## src/rtl/mips_ctrl_pkg.sv

```systemverilog
// Shared types and encodings for the multicycle MIPS control unit.
// Holds the state enum, opcode constants, datapath select encodings and the control word.
package mips_ctrl_pkg;

    typedef enum logic [3:0] {
        S_FETCH   = 4'd0,
        S_DECODE  = 4'd1,
        S_MEMADR  = 4'd2,
        S_MEMRD   = 4'd3,
        S_MEMWB   = 4'd4,
        S_MEMWR   = 4'd5,
        S_EXECUTE = 4'd6,
        S_ALUWB   = 4'd7,
        S_BRANCH  = 4'd8,
        S_ADDIEX  = 4'd9,
        S_ADDIWB  = 4'd10,
        S_JUMP    = 4'd11
    } state_t;

    localparam logic [5:0] OP_RTYPE = 6'b000000;
    localparam logic [5:0] OP_LW    = 6'b100011;
    localparam logic [5:0] OP_SW    = 6'b101011;
    localparam logic [5:0] OP_BEQ   = 6'b000100;
    localparam logic [5:0] OP_ADDI  = 6'b001000;
    localparam logic [5:0] OP_J     = 6'b000010;

    localparam logic [1:0] ALUOP_ADD   = 2'b00;
    localparam logic [1:0] ALUOP_SUB   = 2'b01;
    localparam logic [1:0] ALUOP_FUNCT = 2'b10;

    localparam logic [1:0] PCSRC_ALU    = 2'b00;
    localparam logic [1:0] PCSRC_ALUOUT = 2'b01;
    localparam logic [1:0] PCSRC_JUMP   = 2'b10;

    localparam logic [1:0] SRCB_REGB  = 2'b00;
    localparam logic [1:0] SRCB_FOUR  = 2'b01;
    localparam logic [1:0] SRCB_IMM   = 2'b10;
    localparam logic [1:0] SRCB_IMMSH = 2'b11;

    typedef struct packed {
        logic       mem_req;
        logic       iord;
        logic       irwrite;
        logic       pcwrite;
        logic       branch;
        logic [1:0] pcsrc;
        logic       alusrca;
        logic [1:0] alusrcb;
        logic [1:0] aluop;
        logic       regwrite;
        logic       regdst;
        logic       memtoreg;
        logic       memwrite;
    } ctrl_t;

    function automatic logic op_supported(input logic [5:0] op);
        return (op == OP_RTYPE) || (op == OP_LW) || (op == OP_SW) ||
               (op == OP_BEQ) || (op == OP_ADDI) || (op == OP_J);
    endfunction

endpackage

```

## src/rtl/multicycle_controller_if.sv

```systemverilog
// Controller <-> datapath bundle: opcode/memory status in, every select and enable out.
interface multicycle_controller_if;
    logic [5:0]  opcode;
    logic        mem_ready;
    logic        mem_req;
    logic        iord;
    logic        irwrite;
    logic        pcwrite;
    logic        branch;
    logic [1:0]  pcsrc;
    logic        alusrca;
    logic [1:0]  alusrcb;
    logic [1:0]  aluop;
    logic        regwrite;
    logic        regdst;
    logic        memtoreg;
    logic        memwrite;
    logic        illegal;
    logic [31:0] retired;

    modport master (
        input  opcode, mem_ready,
        output mem_req, iord, irwrite, pcwrite, branch, pcsrc, alusrca, alusrcb,
               aluop, regwrite, regdst, memtoreg, memwrite, illegal, retired
    );

    modport slave (
        output opcode, mem_ready,
        input  mem_req, iord, irwrite, pcwrite, branch, pcsrc, alusrca, alusrcb,
               aluop, regwrite, regdst, memtoreg, memwrite, illegal, retired
    );
endinterface

```

## src/rtl/multicycle_output_decoder.sv

```systemverilog
// Moore output decode: state (plus mem_ready in FETCH) to the datapath control word.
module multicycle_output_decoder
    import mips_ctrl_pkg::*;
(
    input  state_t state_i,
    input  logic   mem_ready_i,
    output ctrl_t  ctrl_o
);

    always_comb begin
        ctrl_o = '0;
        case (state_i)
            S_FETCH: begin
                ctrl_o.mem_req = 1'b1;
                ctrl_o.alusrcb = SRCB_FOUR;
                ctrl_o.aluop   = ALUOP_ADD;
                ctrl_o.pcsrc   = PCSRC_ALU;
                // IR and PC only commit on the cycle the fetch actually completes
                ctrl_o.irwrite = mem_ready_i;
                ctrl_o.pcwrite = mem_ready_i;
            end
            S_DECODE: begin
                ctrl_o.alusrcb = SRCB_IMMSH;
                ctrl_o.aluop   = ALUOP_ADD;
            end
            S_MEMADR, S_ADDIEX: begin
                ctrl_o.alusrca = 1'b1;
                ctrl_o.alusrcb = SRCB_IMM;
                ctrl_o.aluop   = ALUOP_ADD;
            end
            S_MEMRD: begin
                ctrl_o.mem_req = 1'b1;
                ctrl_o.iord    = 1'b1;
            end
            S_MEMWB: begin
                ctrl_o.regwrite = 1'b1;
                ctrl_o.memtoreg = 1'b1;
            end
            S_MEMWR: begin
                ctrl_o.mem_req  = 1'b1;
                ctrl_o.iord     = 1'b1;
                ctrl_o.memwrite = 1'b1;
            end
            S_EXECUTE: begin
                ctrl_o.alusrca = 1'b1;
                ctrl_o.alusrcb = SRCB_REGB;
                ctrl_o.aluop   = ALUOP_FUNCT;
            end
            S_ALUWB: begin
                ctrl_o.regwrite = 1'b1;
                ctrl_o.regdst   = 1'b1;
            end
            S_BRANCH: begin
                ctrl_o.alusrca = 1'b1;
                ctrl_o.alusrcb = SRCB_REGB;
                ctrl_o.aluop   = ALUOP_SUB;
                ctrl_o.pcsrc   = PCSRC_ALUOUT;
                ctrl_o.branch  = 1'b1;
            end
            S_ADDIWB: begin
                ctrl_o.regwrite = 1'b1;
            end
            S_JUMP: begin
                ctrl_o.pcsrc   = PCSRC_JUMP;
                ctrl_o.pcwrite = 1'b1;
            end
            default: ctrl_o = '0;
        endcase
    end

endmodule

```

## src/rtl/multicycle_controller.sv

```systemverilog
// Multicycle MIPS control FSM: state register, next-state logic and retired-instruction counter.
module multicycle_controller
    import mips_ctrl_pkg::*;
(
    input  logic                   clk,
    input  logic                   reset_n,
    multicycle_controller_if.master bus
);

    state_t      state_q, state_d;
    logic [31:0] retired_q, retired_d;
    logic        retire;
    ctrl_t       ctrl_raw, ctrl;

    always_ff @(posedge clk or negedge reset_n) begin
        if (!reset_n) begin
            state_q   <= S_FETCH;
            retired_q <= '0;
        end else begin
            state_q   <= state_d;
            retired_q <= retired_d;
        end
    end

    always_comb begin
        state_d = state_q;
        case (state_q)
            S_FETCH:   if (bus.mem_ready) state_d = S_DECODE;
            S_DECODE: begin
                case (bus.opcode)
                    OP_LW, OP_SW: state_d = S_MEMADR;
                    OP_RTYPE:     state_d = S_EXECUTE;
                    OP_BEQ:       state_d = S_BRANCH;
                    OP_ADDI:      state_d = S_ADDIEX;
                    OP_J:         state_d = S_JUMP;
                    default:      state_d = S_FETCH;
                endcase
            end
            S_MEMADR:  state_d = (bus.opcode == OP_SW) ? S_MEMWR : S_MEMRD;
            S_MEMRD:   if (bus.mem_ready) state_d = S_MEMWB;
            S_MEMWR:   if (bus.mem_ready) state_d = S_FETCH;
            S_EXECUTE: state_d = S_ALUWB;
            S_ADDIEX:  state_d = S_ADDIWB;
            default:   state_d = S_FETCH;
        endcase
    end

    // Only real completions count; DECODE -> FETCH on an illegal opcode does not.
    always_comb begin
        retire    = (state_d == S_FETCH) &&
                    (state_q inside {S_MEMWB, S_MEMWR, S_ALUWB, S_BRANCH, S_ADDIWB, S_JUMP});
        retired_d = retire ? retired_q + 32'd1 : retired_q;
    end

    multicycle_output_decoder u_dec (
        .state_i     (state_q),
        .mem_ready_i (bus.mem_ready),
        .ctrl_o      (ctrl_raw)
    );

    // State sits in FETCH during reset, so the control word is masked explicitly.
    assign ctrl = reset_n ? ctrl_raw : '0;

    assign bus.mem_req  = ctrl.mem_req;
    assign bus.iord     = ctrl.iord;
    assign bus.irwrite  = ctrl.irwrite;
    assign bus.pcwrite  = ctrl.pcwrite;
    assign bus.branch   = ctrl.branch;
    assign bus.pcsrc    = ctrl.pcsrc;
    assign bus.alusrca  = ctrl.alusrca;
    assign bus.alusrcb  = ctrl.alusrcb;
    assign bus.aluop    = ctrl.aluop;
    assign bus.regwrite = ctrl.regwrite;
    assign bus.regdst   = ctrl.regdst;
    assign bus.memtoreg = ctrl.memtoreg;
    assign bus.memwrite = ctrl.memwrite;
    assign bus.illegal  = reset_n && (state_q == S_DECODE) && !op_supported(bus.opcode);
    assign bus.retired  = retired_q;

endmodule
```

## src/flat_wrapper.sv

```systemverilog
// flat-port wrapper written by rule: the top's interface ports become plain ports
module multicycle_controller_flat import mips_ctrl_pkg::*;
  (clk, reset_n, bus_opcode, bus_mem_ready, bus_mem_req, bus_iord, bus_irwrite, bus_pcwrite, bus_branch, bus_pcsrc, bus_alusrca, bus_alusrcb, bus_aluop, bus_regwrite, bus_regdst, bus_memtoreg, bus_memwrite, bus_illegal, bus_retired);
  multicycle_controller_if bus_i ();
  input  logic clk;
  input  logic reset_n;
  input wire logic [$bits(bus_i.opcode)-1:0] bus_opcode;
  input wire logic [$bits(bus_i.mem_ready)-1:0] bus_mem_ready;
  output wire logic [$bits(bus_i.mem_req)-1:0] bus_mem_req;
  output wire logic [$bits(bus_i.iord)-1:0] bus_iord;
  output wire logic [$bits(bus_i.irwrite)-1:0] bus_irwrite;
  output wire logic [$bits(bus_i.pcwrite)-1:0] bus_pcwrite;
  output wire logic [$bits(bus_i.branch)-1:0] bus_branch;
  output wire logic [$bits(bus_i.pcsrc)-1:0] bus_pcsrc;
  output wire logic [$bits(bus_i.alusrca)-1:0] bus_alusrca;
  output wire logic [$bits(bus_i.alusrcb)-1:0] bus_alusrcb;
  output wire logic [$bits(bus_i.aluop)-1:0] bus_aluop;
  output wire logic [$bits(bus_i.regwrite)-1:0] bus_regwrite;
  output wire logic [$bits(bus_i.regdst)-1:0] bus_regdst;
  output wire logic [$bits(bus_i.memtoreg)-1:0] bus_memtoreg;
  output wire logic [$bits(bus_i.memwrite)-1:0] bus_memwrite;
  output wire logic [$bits(bus_i.illegal)-1:0] bus_illegal;
  output wire logic [$bits(bus_i.retired)-1:0] bus_retired;
  assign bus_i.opcode = bus_opcode;
  assign bus_i.mem_ready = bus_mem_ready;
  assign bus_mem_req = bus_i.mem_req;
  assign bus_iord = bus_i.iord;
  assign bus_irwrite = bus_i.irwrite;
  assign bus_pcwrite = bus_i.pcwrite;
  assign bus_branch = bus_i.branch;
  assign bus_pcsrc = bus_i.pcsrc;
  assign bus_alusrca = bus_i.alusrca;
  assign bus_alusrcb = bus_i.alusrcb;
  assign bus_aluop = bus_i.aluop;
  assign bus_regwrite = bus_i.regwrite;
  assign bus_regdst = bus_i.regdst;
  assign bus_memtoreg = bus_i.memtoreg;
  assign bus_memwrite = bus_i.memwrite;
  assign bus_illegal = bus_i.illegal;
  assign bus_retired = bus_i.retired;
  multicycle_controller u_core (.clk(clk), .reset_n(reset_n), .bus(bus_i));
endmodule
```

## config.mk

```make
export PLATFORM = sky130hd
export DESIGN_NAME = multicycle_controller_flat
export DESIGN_NICKNAME = d
export VERILOG_FILES = /design/src/rtl/mips_ctrl_pkg.sv /design/src/rtl/multicycle_controller_if.sv /design/src/rtl/multicycle_output_decoder.sv /design/src/rtl/multicycle_controller.sv /design/src/flat_wrapper.sv
export SDC_FILE = /design/constraint.sdc
export NUM_CORES = 1
export LEC_CHECK = 0
export ABC_AREA = 1
export ABC_CLOCK_PERIOD_IN_PS = 4059
export CORE_ASPECT_RATIO = 1.1
export CORE_UTILIZATION = 56
export DETAILED_ROUTE_END_ITERATION = 8
export PLACE_DENSITY = 0.9
export SYNTH_ARGS = -nofsm -noshare
export SYNTH_HDL_FRONTEND = slang
export SYNTH_SLANG_ARGS = --single-unit
```

## constraint.sdc

```tcl
create_clock -name clk -period 4.06 [get_ports clk]
set_input_delay 0.812 -clock clk [delete_from_list [all_inputs] [get_ports clk]]
set_output_delay 0.812 -clock clk [all_outputs]
set_load 0.03 [all_outputs]
```

==> impl_metrics.yaml, run 1 <==
timing:
  fin_worst_skew_ps: 4.943
  worst_pin_slew_ps: 536.2
  rsz0062_at_grt: "no"
  slew_viol_final: 0
  tns_ps: 0
  finalHoldViolations: 0
  min_period_over_period: 0.8638
  whs_ps: 552.5
  relSlewSlack: 0.6426
  period_minus_slack_ps: 3507
  fmaxAchievable_mhz: 285.1
  setup_viol: 0
setup_path:
  r2r_cells: 9
  required_ps: 3250
  r2r_end: "u_core.bus.retired[16]$_DFFE_PN0P_"
  rrSetupSlack_ps: 2150
  crit_path_cell_trace: "clkdlybuf4s50_1, nor2_1, nand3_1, nand2_1, nor2_1, nand2_1, nor3_1, clkdlybuf4s50_1"
  arrival_ps: 2700
  start_kind: "input port"
  worstSetupPathType: "in -> out"
  cp-end-kind: "output pin"
  critical-path-max-stage-delay_ps: 700
  rr_startpoint: "u_core.state_q[1]$_DFF_PN0_"
  crit_path_top_delay_cell: "clkdlybuf4s50_1"
  crit_fanout: 4
grt:
  grt_pass1_vias: 2431
  grt_overflow: 0
  grt_pass1_wl_mm: 11.09
  antenna_found_initial: 0
  grtUsageTotal: 0.2835
  grt_max_degree: 37
route:
  dr.pass1.iters: 4
  vias: 2783
  met2_length_mm: 3.418
  drt-met1-wl_mm: 3.064
  top_layer: "met4"
  wire_per_inst_microns: 13.01
  drt_iter0_drc: 201
  wirelength_mm: 6.976
  ant_nets: 0
  route.detailed.drc: 0
  via_per_inst: 5.192
  wl_met3_microns: 369
placement:
  hpwl_mm: 5.222
  postPlaceCellArea_sq_um: 3334
  place_inst: 528
  io_buffer_count: 57
  place.gp.congestion: 0.8814
logic_synthesis:
  synth_largest_area_cell: "dfrtp_1"
  synth_nets: 431
  ys_seq_area_frac: 0.3259
  netlist_area_sq_um: 2764
  synth_edf_count: 0
  synth_area_leaders: "dfrtp_1 33%, nand2_1 25%, nor2_1 9.1%"
  synth-adder-area-share: 0.004527
  synth.top_cells.by_count: "185 x nand2_1, 67 x nor2_1, 36 x dfrtp_1"
  synth_compound_area_frac: 0.03033
  synth-simple-area-share: 0.5301
  syn-instance-count: 421
  ys_seq_elements: 36
  synthXorXnorAreaFrac: 0.04753
  yosysWarnings: 0
  synth_mux_area_frac: 0
  synth_top_family_by_area: "simple AND/OR/NAND/NOR gates"
  synthFlopType: "dfrtp_1"
  syn_avg_cell_area_sq_um: 6.565
  yosysMostFrequentCell: "nand2_1"
  synth_cell_type_count: 35
  synthArstFlopShare: 1.000
  netlist.area_leader.share: 0.3259
power_and_ir_drop:
  ir_drop_v: 0.0003309
  p_total_w: 0.001188
  p_per_area_nw_per_um2: 346.9
  power.leakage_nw: 1.586
die:
  io-pin-count: 58
  num_rows: 26
  start_util: 0.5900
  chipHeight_microns: 75.68
  die_x_microns: 68.99
  core_sq_um: 4684
  die_area_sq_um: 5221
clocking:
  cts_root_buf: "clkbuf_8"
  post_cts_buffers: 0
  cts_sinks: 36
  h-tree-depth: 2
  clock_latency_ps: 290
  clk_pin_slew_ps: 70
  hold_buffers: 0
  ctsResizeCount: 0
  cts_buffer_depth: 2
  cts_tree: "built"
  cts_buffers: 5
finish:
  drive_above_1_share: 0.1083
  nets: 489
  areaGrowthSynthToFinish_pct: 23.90
  antenna_cells: 0
  fillers: 397
  finish.instance_area_sq_um: 3425
  finalNonFillerCells: 536
worst_hold_path:
  worstHoldStart: "u_core.bus.retired[31]$_DFFE_PN0P_"
  worstHoldPathCells: 2
  whs_endpoint: "u_core.bus.retired[31]$_DFFE_PN0P_"
  hold_path.class: "reg -> reg"
flow_run:
  drv_cap: 0
outcome:
  status: "completed"
[state kept, by name, summed over array words and instances, names as in the netlist]
register            flops
u_core.bus.retired     32
u_core.state_q          4
[worst max-delay path by stage]
stage             startpoint           end  depth (start not counted)
2_1_floorplan        reset_n  bus_aluop[0]                          2
3_3_place_gp   bus_opcode[2]   bus_illegal                          8
3_5_place_dp   bus_opcode[1]   bus_illegal                          8
6_report       bus_opcode[1]   bus_illegal                          8
4_1_cts        bus_opcode[1]   bus_illegal                          8
5_1_grt        bus_opcode[1]   bus_illegal                          8
[where the power goes]
part / total, W / switching, W / internal, W
clock: 0.000269 / 0.000131 / 0.000139
sequential: 0.000434 / 0.0000515 / 0.000382
combinational: 0.000485 / 0.000316 / 0.000169
total: 0.00119 / 0.000499 / 0.000690
[routing by layer]
metal,vias to the layer above,track usage
met5,-,0
met2,79,0.4800
met3,13,0.05539
li1,1424,-
met1,1267,0.3545
met4,0,0.1020
[placed cells by master, fill, tap and decap left out, types with 2 or more instances in the layout]
cell type,instances
nand2_1,185
nor2_1,67
clkdlybuf4s50_1,56
dfrtp_1,36
nand2_2,22
inv_1,18
nand3b_1,15
xor2_1,11
nand3_1,8
inv_2,7
a21oi_1,6
clkbuf_8,6
nand2_4,4
nor4_1,4
nor3_1,4
xnor2_1,4
nor2_2,3
nand4_1,2
nor2_4,2
nand3_2,2
nor2_8,2
o21ai_0,2
clkbuf_1,2
[cell type report]
cell class | instances | area (sq um) | area share
Sequential cell | 36 | 900.9 | 0.2631
Inverter | 26 | 97.59 | 0.02850
Tap cell | 56 | 70.07 | 0.02046
Clock buffer | 8 | 90.09 | 0.02631
Multi-Input combinational cell | 352 | 1693 | 0.4943
Timing Repair Buffer | 58 | 573.1 | 0.1673
[critical path, delay by kind of cell]
family        cells  cell delay (ps)
simple gates      6              640
buf+inv           2             1250
[kinds of logic (layout without fill, tap and decap cells)]
family,count (synthesis),count (layout)
buffers and inverters,33,92
xor gates and xnor gates,15,15
DFF,36,36
AOI/OAI and AO/OA,14,14
adders and majority gates,1,1
and+or+nand+nor,322,322
[per-stage QoR]
| stage | util | worst slack (ps) |
|---|---|---|
| global placement | 0.7118 | 643.5 |
| detailed placement | 0.7118 | 584.4 |
| finish | 0.7310 | 552.9 |
| floorplan | - | 1315 |
| CTS | 0.7310 | 562.4 |
| global route | 0.7310 | 415.0 |
Power figures use the tool's default switching activity.
==> run 2, diff against run 1 <==
- CAP_MARGIN: not set -> 10
- CTS_CLUSTER_SIZE: not set -> 25
==> results of run 2 <==
The final DEF is identical to that of run 1; final timing and power are the same.
==> run 3, diff against run 2 <==
- ABC_CLOCK_PERIOD_IN_PS: 4059 -> 3930
- CORE_MARGIN: not set -> 3
- CORE_UTILIZATION: 56 -> 52
- GPL_TIMING_DRIVEN: not set -> 0
- PLACE_DENSITY: 0.9 -> 0.84
- clock period: 4.06 -> 3.93 ns (I/O delays scaled with it)
==> impl_metrics.yaml, run 3 (synthesis results as in run 1) <==
outcome:
  status: "completed"
setup_path:
  crit_path_cell_trace: "buf_4, clkinv_1, buf_1, nor3_1, clkdlybuf4s50_1"
  crit_cells: 5
  cp-end-kind: "output pin"
  r2r_cells: 10
  crit_path_top_delay_cell: "clkdlybuf4s50_1"
  required_ps: 3140
  crit_fanout: 37
  worstSetupPathType: "in -> out"
  r2r_end: "u_core.bus.retired[26]$_DFFE_PN0P_"
  critPathLaunch: "reset_n"
  critPathTopFamily: "buffers and inverters"
  start_kind: "input port"
  rrSetupSlack_ps: 2030
  arrival_ps: 2740
  critical-path-max-stage-delay_ps: 700
  endpoint: "bus_regdst"
  crit_buf_inv: 4
  rr_startpoint: "u_core.bus.retired[0]$_DFFE_PN0P_"
die:
  die_x_microns: 75.51
  num_rows: 27
  die_area_sq_um: 6227
  start_util: 0.5454
  chipHeight_microns: 82.47
  io-pin-count: 58
  core_sq_um: 5067
grt:
  grt_max_degree: 38
  grt_pass1_vias: 2721
  grtUsageTotal: 0.2533
  grt_overflow: 0
  antenna_found_initial: 0
  grt_pass1_wl_mm: 12.20
clocking:
  clk_pin_slew_ps: 70
  h-tree-depth: 2
  clock_latency_ps: 290
  post_cts_buffers: 0
  cts_sinks: 36
  cts_root_buf: "clkbuf_8"
  cts_buffers: 5
  cts_tree: "built"
  cts_buffer_depth: 2
finish:
  fin_util: 0.6931
  nets: 495
  final_common_cell: "nand2_1"
  fillers: 466
  antenna_cells: 0
  final_cell_mix: "185 x nand2_1, 67 x nor2_1, 56 x clkdlybuf4s50_1"
  largest_reg_flops: 32
  areaGrowthSynthToFinish_pct: 27.07
  drive_above_1_share: 0.1193
flow_run:
  drv_cap: 0
timing:
  period_minus_slack_ps: 3531
  setup_viol: 0
  relSlewSlack: 0.6834
  fin_ws_ps: 399.5
  rsz0062_at_grt: "no"
  fmaxAchievable_mhz: 283.2
  worst_pin_slew_ps: 474.9
  slew_viol_final: 0
  fin_worst_skew_ps: 5.350
  min_period_over_period: 0.8984
  finalHoldViolations: 0
route:
  route.detailed.drc: 0
  vias: 2789
  wire_per_inst_microns: 13.11
  wirelength_mm: 7.133
  drt_iter0_drc: 159
  via_per_inst: 5.127
  ant_nets: 0
  dr.pass1.iters: 5
power_and_ir_drop:
  comb_power_share: 0.428
  p_seq_frac: 0.326
  power_frac_clock: 0.246
  p_per_area_nw_per_um2: 373.6
  swShare: 0.4007
  power.leakage_nw: 1.624
  ir_drop_v: 0.0003901
  p_sw_w: 0.0005258
  intPower_w: 0.0007864
placement:
  place.gp.congestion: 0.8844
  hpwl_mm: 5.666
  place_ws_ps: -45.16
  io_buffer_count: 57
worst_hold_path:
  hold_path.class: "in -> async"
[run 3: worst register-to-register path, cell delays in order, from the launching register on]
cell and delay [ps]:
dfrtp_1 440, ha_1 290, nand3_1 180, inv_1 130, nand2_1 160, nor2_1 280
nand2_1 90, nand2_1 60, nand2_1 60, nand2_2 60, nand2_1 40
[run 3: how the worst min path moves through the flow]
stage	end	startpoint	slack, ps	cells past startpoint
final	u_core.bus.retired[4]$_DFFE_PN0P_	reset_n	450	1
after global routing	u_core.bus.retired[1]$_DFFE_PN0P_	reset_n	480	1
after CTS	u_core.bus.retired[24]$_DFFE_PN0P_	reset_n	470	1
after detailed placement	u_core.bus.retired[1]$_DFFE_PN0P_	u_core.bus.retired[1]$_DFFE_PN0P_	530	2
after global placement	u_core.bus.retired[31]$_DFFE_PN0P_	u_core.bus.retired[31]$_DFFE_PN0P_	510	2
after floorplan	u_core.bus.retired[0]$_DFFE_PN0P_	reset_n	490	0
[run 3: power by group through the flow]
stage / sequential, W / combinational [W] / clock [W]
after CTS: 0.000427 / 0.000565 / 0.000332
after floorplan: 0.000452 / 0.000384 / 0
after detailed placement: 0.000434 / 0.000562 / 0
after global routing: 0.000435 / 0.000604 / 0.000349
final: 0.000428 / 0.000562 / 0.000323
after global placement: 0.000434 / 0.000553 / 0
[run 3: per-stage QoR]
stage	hold slack (ps)	TNS [ps]	instance area, sq um	total power, W	instances
final	455.0	0	3512	0.001312	544
after detailed placement	532.7	-51.42	3402	0.0009962	536
after global placement	507.5	-18590	3407	0.0009875	536
after floorplan	490.4	0	2764	0.0008364	421
after CTS	471.6	0	3512	0.001325	544
after global routing	484.0	0	3512	0.001388	544
[run 3: routing by layer]
metal	wire [microns]	part of all wire	global-route usage	vias to the layer above
met2	3529	0.49	0.4447	77
met1	3059	0.43	0.3045	1266
met4	160	0.022	0.08566	0
li1	-	-	-	1434
met5	0	0	0	-
met3	383	0.054	0.05085	12
[run 3: area by class of cell]
type / instances / area (sq um) / area share
inverters: 26 / 97.59 / 0.02779
multi-input cells: 352 / 1693 / 0.4820
plain buffers: 7 / 72.57 / 0.02066
flip-flops and latches: 36 / 900.9 / 0.2565
repair buffers: 57 / 568.0 / 0.1617
clock inverters: 2 / 35.03 / 0.009975
clock buffers: 6 / 72.57 / 0.02066
well taps: 58 / 72.57 / 0.02066
[run 3: what timing repair did]
item                                    CTS  global route
resized for setup                         1             0
hold buffers                              0             0
endpoints found under the setup margin    2             0
